==> config.mk <==
export PLATFORM = sky130hd
export DESIGN_NAME = muldiv_iter
export DESIGN_NICKNAME = d
export VERILOG_FILES = /design/src/rtl/muldiv_iter.sv
export SDC_FILE = /design/constraint.sdc
export NUM_CORES = 2
export LEC_CHECK = 0
export ABC_CLOCK_PERIOD_IN_PS = 15150
export BUFFER_PORTS_ARGS = -buffer_cell sky130_fd_sc_hd__buf_2
export CORE_MARGIN = 4
export CORE_UTILIZATION = 45
export DETAILED_ROUTE_END_ITERATION = 12
export PLACE_DENSITY = 0.64
export REMOVE_ABC_BUFFERS = 1
export SLEW_MARGIN = 10
export SYNTH_ARGS = -nofsm -noshare
export SYNTH_HDL_FRONTEND = slang
export SYNTH_SLANG_ARGS = --single-unit
==> constraint.sdc <==
create_clock -name clk -period 15.15 [get_ports clk]
set_input_delay 1.515 -clock clk [delete_from_list [all_inputs] [get_ports clk]]
set_output_delay 1.515 -clock clk [all_outputs]
set_load 0.03 [all_outputs]
==> src/rtl/muldiv_iter.sv <==
// Iterative RV32M/RV64M multiply/divide unit: radix-2^MUL_BITS shift-add multiplier,
// DIV_BITS-per-cycle restoring divider, result handshake with backpressure and kill.
module muldiv_iter #(
    parameter int XLEN      = 64,
    parameter int MUL_BITS  = 2,
    parameter int DIV_BITS  = 1,
    parameter int EARLY_OUT = 1
) (
    input  logic            clk,
    input  logic            rst,
    input  logic            valid,
    output logic            ready,
    input  logic [2:0]      funct3,
    input  logic            is_op32,
    input  logic [XLEN-1:0] op1,
    input  logic [XLEN-1:0] op2,
    input  logic            kill,
    output logic            rvalid,
    input  logic            rready,
    output logic [XLEN-1:0] result
);

    localparam int CW = $clog2(XLEN + 1);

    typedef enum logic [1:0] {IDLE, CALC, DONE} state_t;

    state_t state_reg, state_next;

    logic [2:0]        f3_reg;
    logic              w_reg, s1_reg, s2_reg;
    logic [CW-1:0]     count_reg;
    logic [2*XLEN-1:0] acc_reg, mcand_reg;
    logic [XLEN-1:0]   mplier_reg, quo_reg, rem_reg, div_reg, result_reg;

    function automatic logic [XLEN-1:0] fix_w(input logic w, input logic [XLEN-1:0] x);
        return w ? XLEN'($signed(x[31:0])) : x;
    endfunction

    // ---------------- request preparation ----------------
    logic            is_w, is_div, zext_w, signed1, signed2, sign1, sign2;
    logic            div_zero, div_ovf, mul_zero, special;
    logic [XLEN-1:0] ext1, ext2, abs1, abs2, int_min, special_res;

    always_comb begin
        is_w    = (XLEN == 64) && is_op32;
        is_div  = funct3[2];
        zext_w  = is_div && funct3[0];
        ext1    = op1;
        ext2    = op2;
        if (is_w) begin
            ext1 = zext_w ? XLEN'(op1[31:0]) : XLEN'($signed(op1[31:0]));
            ext2 = zext_w ? XLEN'(op2[31:0]) : XLEN'($signed(op2[31:0]));
        end
        signed1 = is_div ? !funct3[0] : (funct3[1:0] != 2'b11);
        signed2 = is_div ? !funct3[0] : !funct3[1];
        sign1   = signed1 && ext1[XLEN-1];
        sign2   = signed2 && ext2[XLEN-1];
        abs1    = sign1 ? -ext1 : ext1;
        abs2    = sign2 ? -ext2 : ext2;
        int_min = is_w ? ~XLEN'(32'h7FFF_FFFF) : {1'b1, {(XLEN-1){1'b0}}};

        div_zero = is_div && (ext2 == '0);
        div_ovf  = is_div && !funct3[0] && (ext1 == int_min) && (ext2 == '1);
        mul_zero = (EARLY_OUT != 0) && !is_div && ((abs1 == '0) || (abs2 == '0));
        special  = div_zero || div_ovf || mul_zero;

        special_res = '0;
        if (div_zero)
            special_res = funct3[1] ? ext1 : '1;
        else if (div_ovf)
            special_res = funct3[1] ? '0 : int_min;
        special_res = fix_w(is_w, special_res);
    end

    // ---------------- one Calc step ----------------
    logic [2*XLEN-1:0] pp [MUL_BITS];

    generate
        for (genvar gi = 0; gi < MUL_BITS; gi++) begin : g_pp
            assign pp[gi] = mplier_reg[gi] ? (mcand_reg << gi) : '0;
        end
    endgenerate

    logic [2*XLEN-1:0] acc_step, prod_fix;
    logic [XLEN-1:0]   rem_t, quo_t, q_fix, r_fix, sel_res, fin_res;
    logic [XLEN:0]     trial, diff;

    always_comb begin
        acc_step = acc_reg;
        for (int b = 0; b < MUL_BITS; b++)
            acc_step = acc_step + pp[b];

        // rem < divisor always holds, so diff[XLEN] is a reliable borrow flag
        rem_t = rem_reg;
        quo_t = quo_reg;
        trial = '0;
        diff  = '0;
        for (int k = 0; k < DIV_BITS; k++) begin
            trial = {rem_t, quo_t[XLEN-1]};
            diff  = trial - {1'b0, div_reg};
            rem_t = diff[XLEN] ? trial[XLEN-1:0] : diff[XLEN-1:0];
            quo_t = {quo_t[XLEN-2:0], !diff[XLEN]};
        end

        prod_fix = (s1_reg ^ s2_reg) ? -acc_step : acc_step;
        q_fix    = (s1_reg ^ s2_reg) ? -quo_t : quo_t;
        r_fix    = s1_reg ? -rem_t : rem_t;
        if (f3_reg[2])
            sel_res = f3_reg[1] ? r_fix : q_fix;
        else
            sel_res = (f3_reg[1:0] == 2'b00) ? prod_fix[XLEN-1:0] : prod_fix[2*XLEN-1:XLEN];
        fin_res = fix_w(w_reg, sel_res);
    end

    // ---------------- control FSM ----------------
    logic accept, calc_last;

    always_ff @(posedge clk or negedge rst) begin
        if (!rst)
            state_reg <= IDLE;
        else
            state_reg <= state_next;
    end

    always_comb begin
        state_next = state_reg;
        accept     = 1'b0;
        calc_last  = 1'b0;
        case (state_reg)
            IDLE: begin
                if (valid && !kill) begin
                    accept     = 1'b1;
                    state_next = special ? DONE : CALC;
                end
            end
            CALC: begin
                if (kill)
                    state_next = IDLE;
                else if (count_reg == CW'(1)) begin
                    calc_last  = 1'b1;
                    state_next = DONE;
                end
            end
            DONE: begin
                if (kill || rready)
                    state_next = IDLE;
            end
            default: state_next = IDLE;
        endcase
    end

    // ---------------- datapath ----------------
    always_ff @(posedge clk or negedge rst) begin
        if (!rst) begin
            f3_reg     <= '0;
            w_reg      <= 1'b0;
            s1_reg     <= 1'b0;
            s2_reg     <= 1'b0;
            count_reg  <= '0;
            acc_reg    <= '0;
            mcand_reg  <= '0;
            mplier_reg <= '0;
            quo_reg    <= '0;
            rem_reg    <= '0;
            div_reg    <= '0;
            result_reg <= '0;
        end else if (accept) begin
            f3_reg     <= funct3;
            w_reg      <= is_w;
            s1_reg     <= sign1;
            s2_reg     <= sign2;
            if (is_div)
                count_reg <= is_w ? CW'(32 / DIV_BITS) : CW'(XLEN / DIV_BITS);
            else
                count_reg <= is_w ? CW'(32 / MUL_BITS) : CW'(XLEN / MUL_BITS);
            acc_reg    <= '0;
            mcand_reg  <= (2*XLEN)'(abs1);
            mplier_reg <= abs2;
            // W dividends are left-aligned so the quotient lands in the low 32 bits
            quo_reg    <= is_w ? (abs1 << 32) : abs1;
            rem_reg    <= '0;
            div_reg    <= abs2;
            if (special)
                result_reg <= special_res;
        end else if (state_reg == CALC) begin
            count_reg  <= count_reg - CW'(1);
            acc_reg    <= acc_step;
            mcand_reg  <= mcand_reg << MUL_BITS;
            mplier_reg <= mplier_reg >> MUL_BITS;
            quo_reg    <= quo_t;
            rem_reg    <= rem_t;
            if (calc_last)
                result_reg <= fin_res;
        end
    end

    assign ready  = (state_reg == IDLE);
    assign rvalid = (state_reg == DONE);
    assign result = result_reg;

endmodule

Yosys cells after proc, flatten, opt, wreduce, memory -nomap -nowiden
Index checks and enable logic that the tools add are counted.

Output and inout port bits: 66. Bits in registers: 591. Logic and storage cells: 115. Bits of input ports: 137.

Reductions and logical operators: 27. $add $sub $neg: 9. Equality and inequality tests: 10. Mux-type cells: 55. Bitwise gates (word level): 1.

Operator list (number): 64-bit two-way mux (29); 128-bit two-way mux (7); 128-bit adder (2); 64-bit negator (4); 64-bit logical NOT (3); 128-bit negator (1); 65-bit by 64-bit subtractor with 65-bit output (1); 64-bit == test (1); 64-bit == test, second input constant (1); 63-bit two-way mux (1); 7-bit two-way mux (4); 2-bit two-way mux (5); 1-bit logical AND (9); 7-bit by 1-bit == test with 1-bit output, second input constant (1); 1-bit two-way mux (7); 7-bit by 1-bit subtractor with 7-bit output, second input constant (1); 6-bit two-way mux (1); 2-bit one-hot mux with 3 select lines (1); 3-bit AND reduction (2); 1-bit logical NOT (5); 2-bit logical NOT (2); 1-bit logical OR (4); 2-bit by 1-bit inequality test with 1-bit output, second input constant (2); 2-bit inequality test, second input constant (2); 5 further kinds (6).

Logic depth before layout (Yosys ltp)
Depth after elaboration: 12. Mapped depth: 29. Depth with buffers taken out: 24.

Least setup slack after synthesis
No wires, ideal clock.

Path type: register to register. From: register mplier_reg[1]. To: register result_reg[61], in the netlist result[61]. Slack: 8.680 ns. Arrival: 6.405 ns. Cell stages (with the launch flop): 23. Clock period less this slack: 6.470 ns. Cell sequence: dfrtp_1 > clkbuf_1 > clkbuf_1 > and2_1 > fa_1 > ha_1 > fa_1 > a21o_1 > a311o_1 > a31oi_2 > a21oi_2 > nor3b_4 > xnor2_1 > or4_4 > or4b_1 > buf_6 > nor3_4 > nand3_4 > or4_1 > nor3b_2 > mux2_1 > o211ai_1 > o21a_1.

Cells in the longest elaborated chain, start to end: 10.

RTL lines: start: declaration (RTL line 33) `logic [XLEN-1:0] mplier_reg, quo_reg, rem_reg, div_reg, result_reg;`; start signal: assignment (RTL line 178) `mplier_reg <= abs2;`; start signal: assignment (RTL line 189) `mplier_reg <= mplier_reg >> MUL_BITS;`; 128-bit two-way mux * (RTL line 80) `assign pp[gi] = mplier_reg[gi] ? (mcand_reg << gi) : '0;`; 128-bit adder * (RTL line 91) `acc_step = acc_step + pp[b];`; 128-bit negator (RTL line 105) `prod_fix = (s1_reg ^ s2_reg) ? -acc_step : acc_step;`; 128-bit two-way mux * (RTL line 105); 64-bit two-way mux * (RTL line 111) `sel_res = (f3_reg[1:0] == 2'b00) ? prod_fix[XLEN-1:0] : prod_fix[2*XLEN-1:XLEN];`; 64-bit two-way mux * (RTL line 108) `if (f3_reg[2])`; 64-bit two-way mux * (RTL line 36) `return w ? XLEN'($signed(x[31:0])) : x;`; 64-bit two-way mux * (RTL line 192) `if (calc_last)`; 64-bit two-way mux * (RTL line 185) `end else if (state_reg == CALC) begin`; 64-bit two-way mux * (RTL line 167) `end else if (accept) begin`; end signal: assignment (RTL line 184) `result_reg <= special_res;`; end signal: assignment (RTL line 193) `result_reg <= fin_res;`; end: declaration (RTL line 33).

Mark *: on every way between the ends. The rest lies on a longest branch, timed or not. The select of a mux whose other input is x is not followed. A chain may end at the register's enable or synchronous reset.

Worst setup path in the final report
From: register mplier_reg[1]. To: register result_reg[29], in the netlist result[29].

Same word-level chain as after synthesis.

==> run summary <==
The number of buffers inserted during clock tree synthesis is just under 80. On the critical path, the stage with the largest delay is an instance of a2111oi_0. For this block, wires on met1 add up to 109 mm. The instance count of the mapped netlist came out at 7519. The slew at the pin closest to its max-slew limit came out at 1.38 ns. STA classifies the critical path endpoint as a flop. The internal portion of the total power is 6100 µW.

For this run, the top clock speed supported by timing is 98.4 MHz. The combinational share of power came out at 0.664. The floorplan step defined a core boundary enclosing 128000 µm².

For this configuration, the core starts out at a cell density of 0.454. The combined area of all synthesized cells is 57900 µm². The number of global-route vias before repair came out at roughly 60000. The first detailed-routing pass took 7 iterations. The max-cap check violation count came out at 0. Among all flip-flop cells after synthesis, the most frequent one is dfrtp_1. The buffer cell driving the clock tree root is clkbuf_16. The worst register-to-register path begins at mplier_reg[1]. The number of remaining DRC errors is 0. The aggregate global routing overflow came out at 0. The final-report setup violation count is 0. Across all hold checks on the routed design, the worst slack comes to 0.474 ns. Of the total power, registers draw 0.195.

The run finished with clean final reports. In this run, post-CTS repair resized a total of 0 instances. Across the whole layout, storage elements account for 14800 µm².

The startpoint of the most critical hold path is div_reg[55]. Entering global routing, the biggest net connects 178 pins. The distinct cell type count of the synthesized netlist came out at about 110.

The share of synthesized flip-flops with an asynchronous set or reset is 1.00. The overall global routing resource usage is 0.408. Summed over all nets, the half-perimeter wirelength after detailed placement is 223 mm. The number of fill cells is 12800. The Yosys warning count is 0. Setup repair after global routing left no endpoint under its margin. The first global-routing pass estimated approximately 410 mm of wire. The worst setup skew after layout is about 0.038 ns.

The global placer's final weighted congestion came out at 1.09. The delay of the slowest cell on the worst path came out at 1.16 ns. The total count of hold-check failures in the final report is 0. The final routed wirelength across all metal layers is 286 mm. The share of Yosys cell area claimed by the top area cell type came out at 0.255. Traced cell by cell, the critical path runs through buf_4 > and2_1 > fa_1 > ha_1 > fa_1 > a21o_1 > a311o_1 > a21oi_1 > o21ai_1 > o21ai_1 > nand2_1 > o311ai_1 > or3b_2 > nor4_1 > nand3_4 > or4_1 > nand3_1 > a21oi_1 > a2111oi_0 > buf_4 > o211ai_1.

By area the synthesized netlist is led by dfrtp_1 (26%), o21ai_0 (6.6%), nand2_1 (5.4%). Of all nets on the critical path, the largest fanout is 85. The count of final max-slew check failures came out at 0. The analysis attributes to net switching a power of between 7000 and 8000 µW. The tightest min-delay check is of the flop to flop type.

The endpoint of the worst register-to-register path is result[29]. The fraction of the yosys area taken by sequential cells came out at 0.255. The register-to-register setup slack came out at 4.98 ns. The met3 wire length came out at 25.9 mm. Counting every sink on the clock net gives 591. The number of routed nets with antenna violations came out at 0. The clock network fraction of design power came out at 0.142. The number of I/O port buffers came out at around 200.

The TritonCTS clock tree is built. The via count came out at 62600. The detailed router finished its first iteration with 7575 violations. The number of top-level pins is between 200 and 250. The cell area power density is approximately 220 nW/µm². For this design, the CTS-stage hold fixing added 0 buffers. The post-synthesis sequential element count came out at about 590. The accumulated negative setup slack is 0 ns. The fraction of power spent switching nets came out at 0.561. STA classifies the critical path startpoint as a flop. The area added between synthesis and finish came out at 8.69%. The via density per instance came out at 6.84. The longest clock path from root to sink contains 3 buffers. The die area is ~130000 µm².

The number of enable flip-flop cells after synthesis is 0. Each instance of the synthesized netlist takes up on average between 7 and 8 µm². At the later pin of the worst-skew pair, clock insertion delay measures 0.71 ns. The number of rows in the core area is ~130. The analysis attributes to cell leakage a power of 0.0265 µW. The H-tree generated during clock tree synthesis spans 3 levels. After clock tree synthesis, the clock-pin slew on the worst setup and hold paths is 0.06 ns. The share of final-layout standard cells stronger than drive strength 1 is 0.0790. The worst reg-to-reg path cell count came out at 21. STA puts the critical path data required time at 15.74 ns. The area of the multi-input gates came out at 40800 µm².

The net count of the finished layout is 7888. The share of the cycle needed by the critical path after routing came out at 0.671. The routed length on met2 is 127 mm. The vertical extent of the die is around 370 µm.

After detailed routing, the average wire length per cell comes to 31.2 µm. Across the VDD grid, the largest voltage drop is 0.000116 V. The arrival time of data at the critical path endpoint came out at 10.75 ns. The overall die width came out at 367 µm.

dfrtp_1 takes more of the synthesized area than any other cell. The number of antenna violations at the first check in global routing is 40. The hold path endpoint is div_reg[55]. Once the clock tree was built, the setup fixing pass inserted 0 buffers.

The worst setup path is of the flop to flop kind. Measured against its own limit, the worst slew margin works out to 0.0556. The hold-critical path depth came out at 1. The highest metal layer carrying signal wires in the routed design is met5. The post-layout minimum cycle time is 10.17 ns.
==> cells in the mapped netlist, types with 148 or more instances <==
master    number
nand4_1      177
clkbuf_1     435
nand2_1      839
dfrtp_1      591
nor2_1       618
a21oi_1      611
xnor2_1      219
ha_1         202
xor2_1       198
o21ai_0      762
nand3_1      148
and2_1       312
nor3_1       213
==> cell families after synthesis <==
kind of cell               synth area share
muxes                                0.0281
DFF                                   0.255
buffers and inverters                0.0430
xor gates and xnor gates             0.0630
and+or+nand+nor                       0.241
AOI/OAI and AO/OA                     0.281
adders and majority gates            0.0879
==> stage by stage <==
step | power, µW | worst slack (ns) | util | instances | area (µm²)
6_report | 13900 | 4.98 | 0.493 | 9155 | 63000
5_1_grt | 14600 | 4.89 | 0.493 | 9143 | 62900
4_1_cts | 13600 | 5.36 | 0.493 | 9141 | 62900
3_5_place_dp | 11600 | 5.41 | 0.472 | 9004 | 60300
3_3_place_gp | 11500 | 5.54 | 0.472 | 9004 | 60300
2_1_floorplan | 8380 | -32.82 | - | 7013 | 56000
==> worst max path at each step <==
stage | start | end | cells after the start | slack [ns]
floorplan | state_reg[1] | quo_reg[0] | 4 | -32.82
global placement | mplier_reg[1] | result[29] | 21 | 5.54
detailed placement | mplier_reg[1] | result[29] | 21 | 5.41
CTS | mplier_reg[1] | result[29] | 21 | 5.36
global route | mplier_reg[0] | result[29] | 21 | 4.89
finish | mplier_reg[1] | result[29] | 21 | 4.98
==> final cells by class <==
type / count / area share
Tap cell: 1662 / 0.0330
Antenna cell: 14 / 0.000556
Timing Repair Buffer: 329 / 0.0326
Sequential cell: 591 / 0.235
Clock inverter: 36 / 0.00811
Clock buffer: 101 / 0.0343
Inverter: 144 / 0.00858
Multi-Input combinational cell: 6278 / 0.648
==> power groups by stage <==
| stage | logic [µW] | registers [µW] | clock network, µW |
|---|---|---|---|
| final | 9220 | 2710 | 1970 |
| after CTS | 8910 | 2680 | 1990 |
| after global routing | 9770 | 2760 | 2050 |
| after floorplan | 5750 | 2640 | 0 |
| after global placement | 8820 | 2690 | 0 |
| after detailed placement | 8860 | 2690 | 0 |
==> per-layer routing <==
| layer | GRT usage | vias up |
|---|---|---|
| li1 | - | 27600 |
| met2 | 0.646 | 3449 |
| met4 | 0.272 | 38 |
| met3 | 0.0878 | 890 |
| met5 | 0 | - |
| met1 | 0.500 | 30700 |
==> critical path, delay by kind of cell, from the launching register on <==
family / cells / cell delay, ns
flops: 1 / 0.80
buf+inv: 2 / 0.95
simple gates: 7 / 3.27
fa+ha+maj: 3 / 1.11
compound gates: 9 / 3.83
==> cells in the final DEF, fill, tap and decap left out, types with 68 or more instances in the layout <==
master | netlist | layout
nand4_1 | 177 | 177
xor2_1 | 198 | 197
buf_4 | 0 | 122
mux2i_1 | 137 | 137
ha_1 | 202 | 202
nor3_1 | 213 | 211
xnor2_1 | 219 | 217
inv_1 | 142 | 139
a31oi_1 | 88 | 86
o21ai_0 | 762 | 761
buf_2 | 30 | 200
o211ai_1 | 69 | 69
nor4_1 | 85 | 84
clkbuf_16 | 0 | 77
a221o_1 | 68 | 68
or3_1 | 84 | 84
nand3_1 | 148 | 148
and2_1 | 312 | 312
dfrtp_1 | 591 | 587
a22oi_1 | 116 | 116
a211oi_1 | 78 | 77
fa_1 | 128 | 128
o31ai_1 | 76 | 76
nand2_1 | 839 | 839
a21o_1 | 128 | 128
a22o_1 | 80 | 80
nor2_1 | 618 | 612
a21oi_1 | 611 | 609
(Power assumes the default switching activity.)
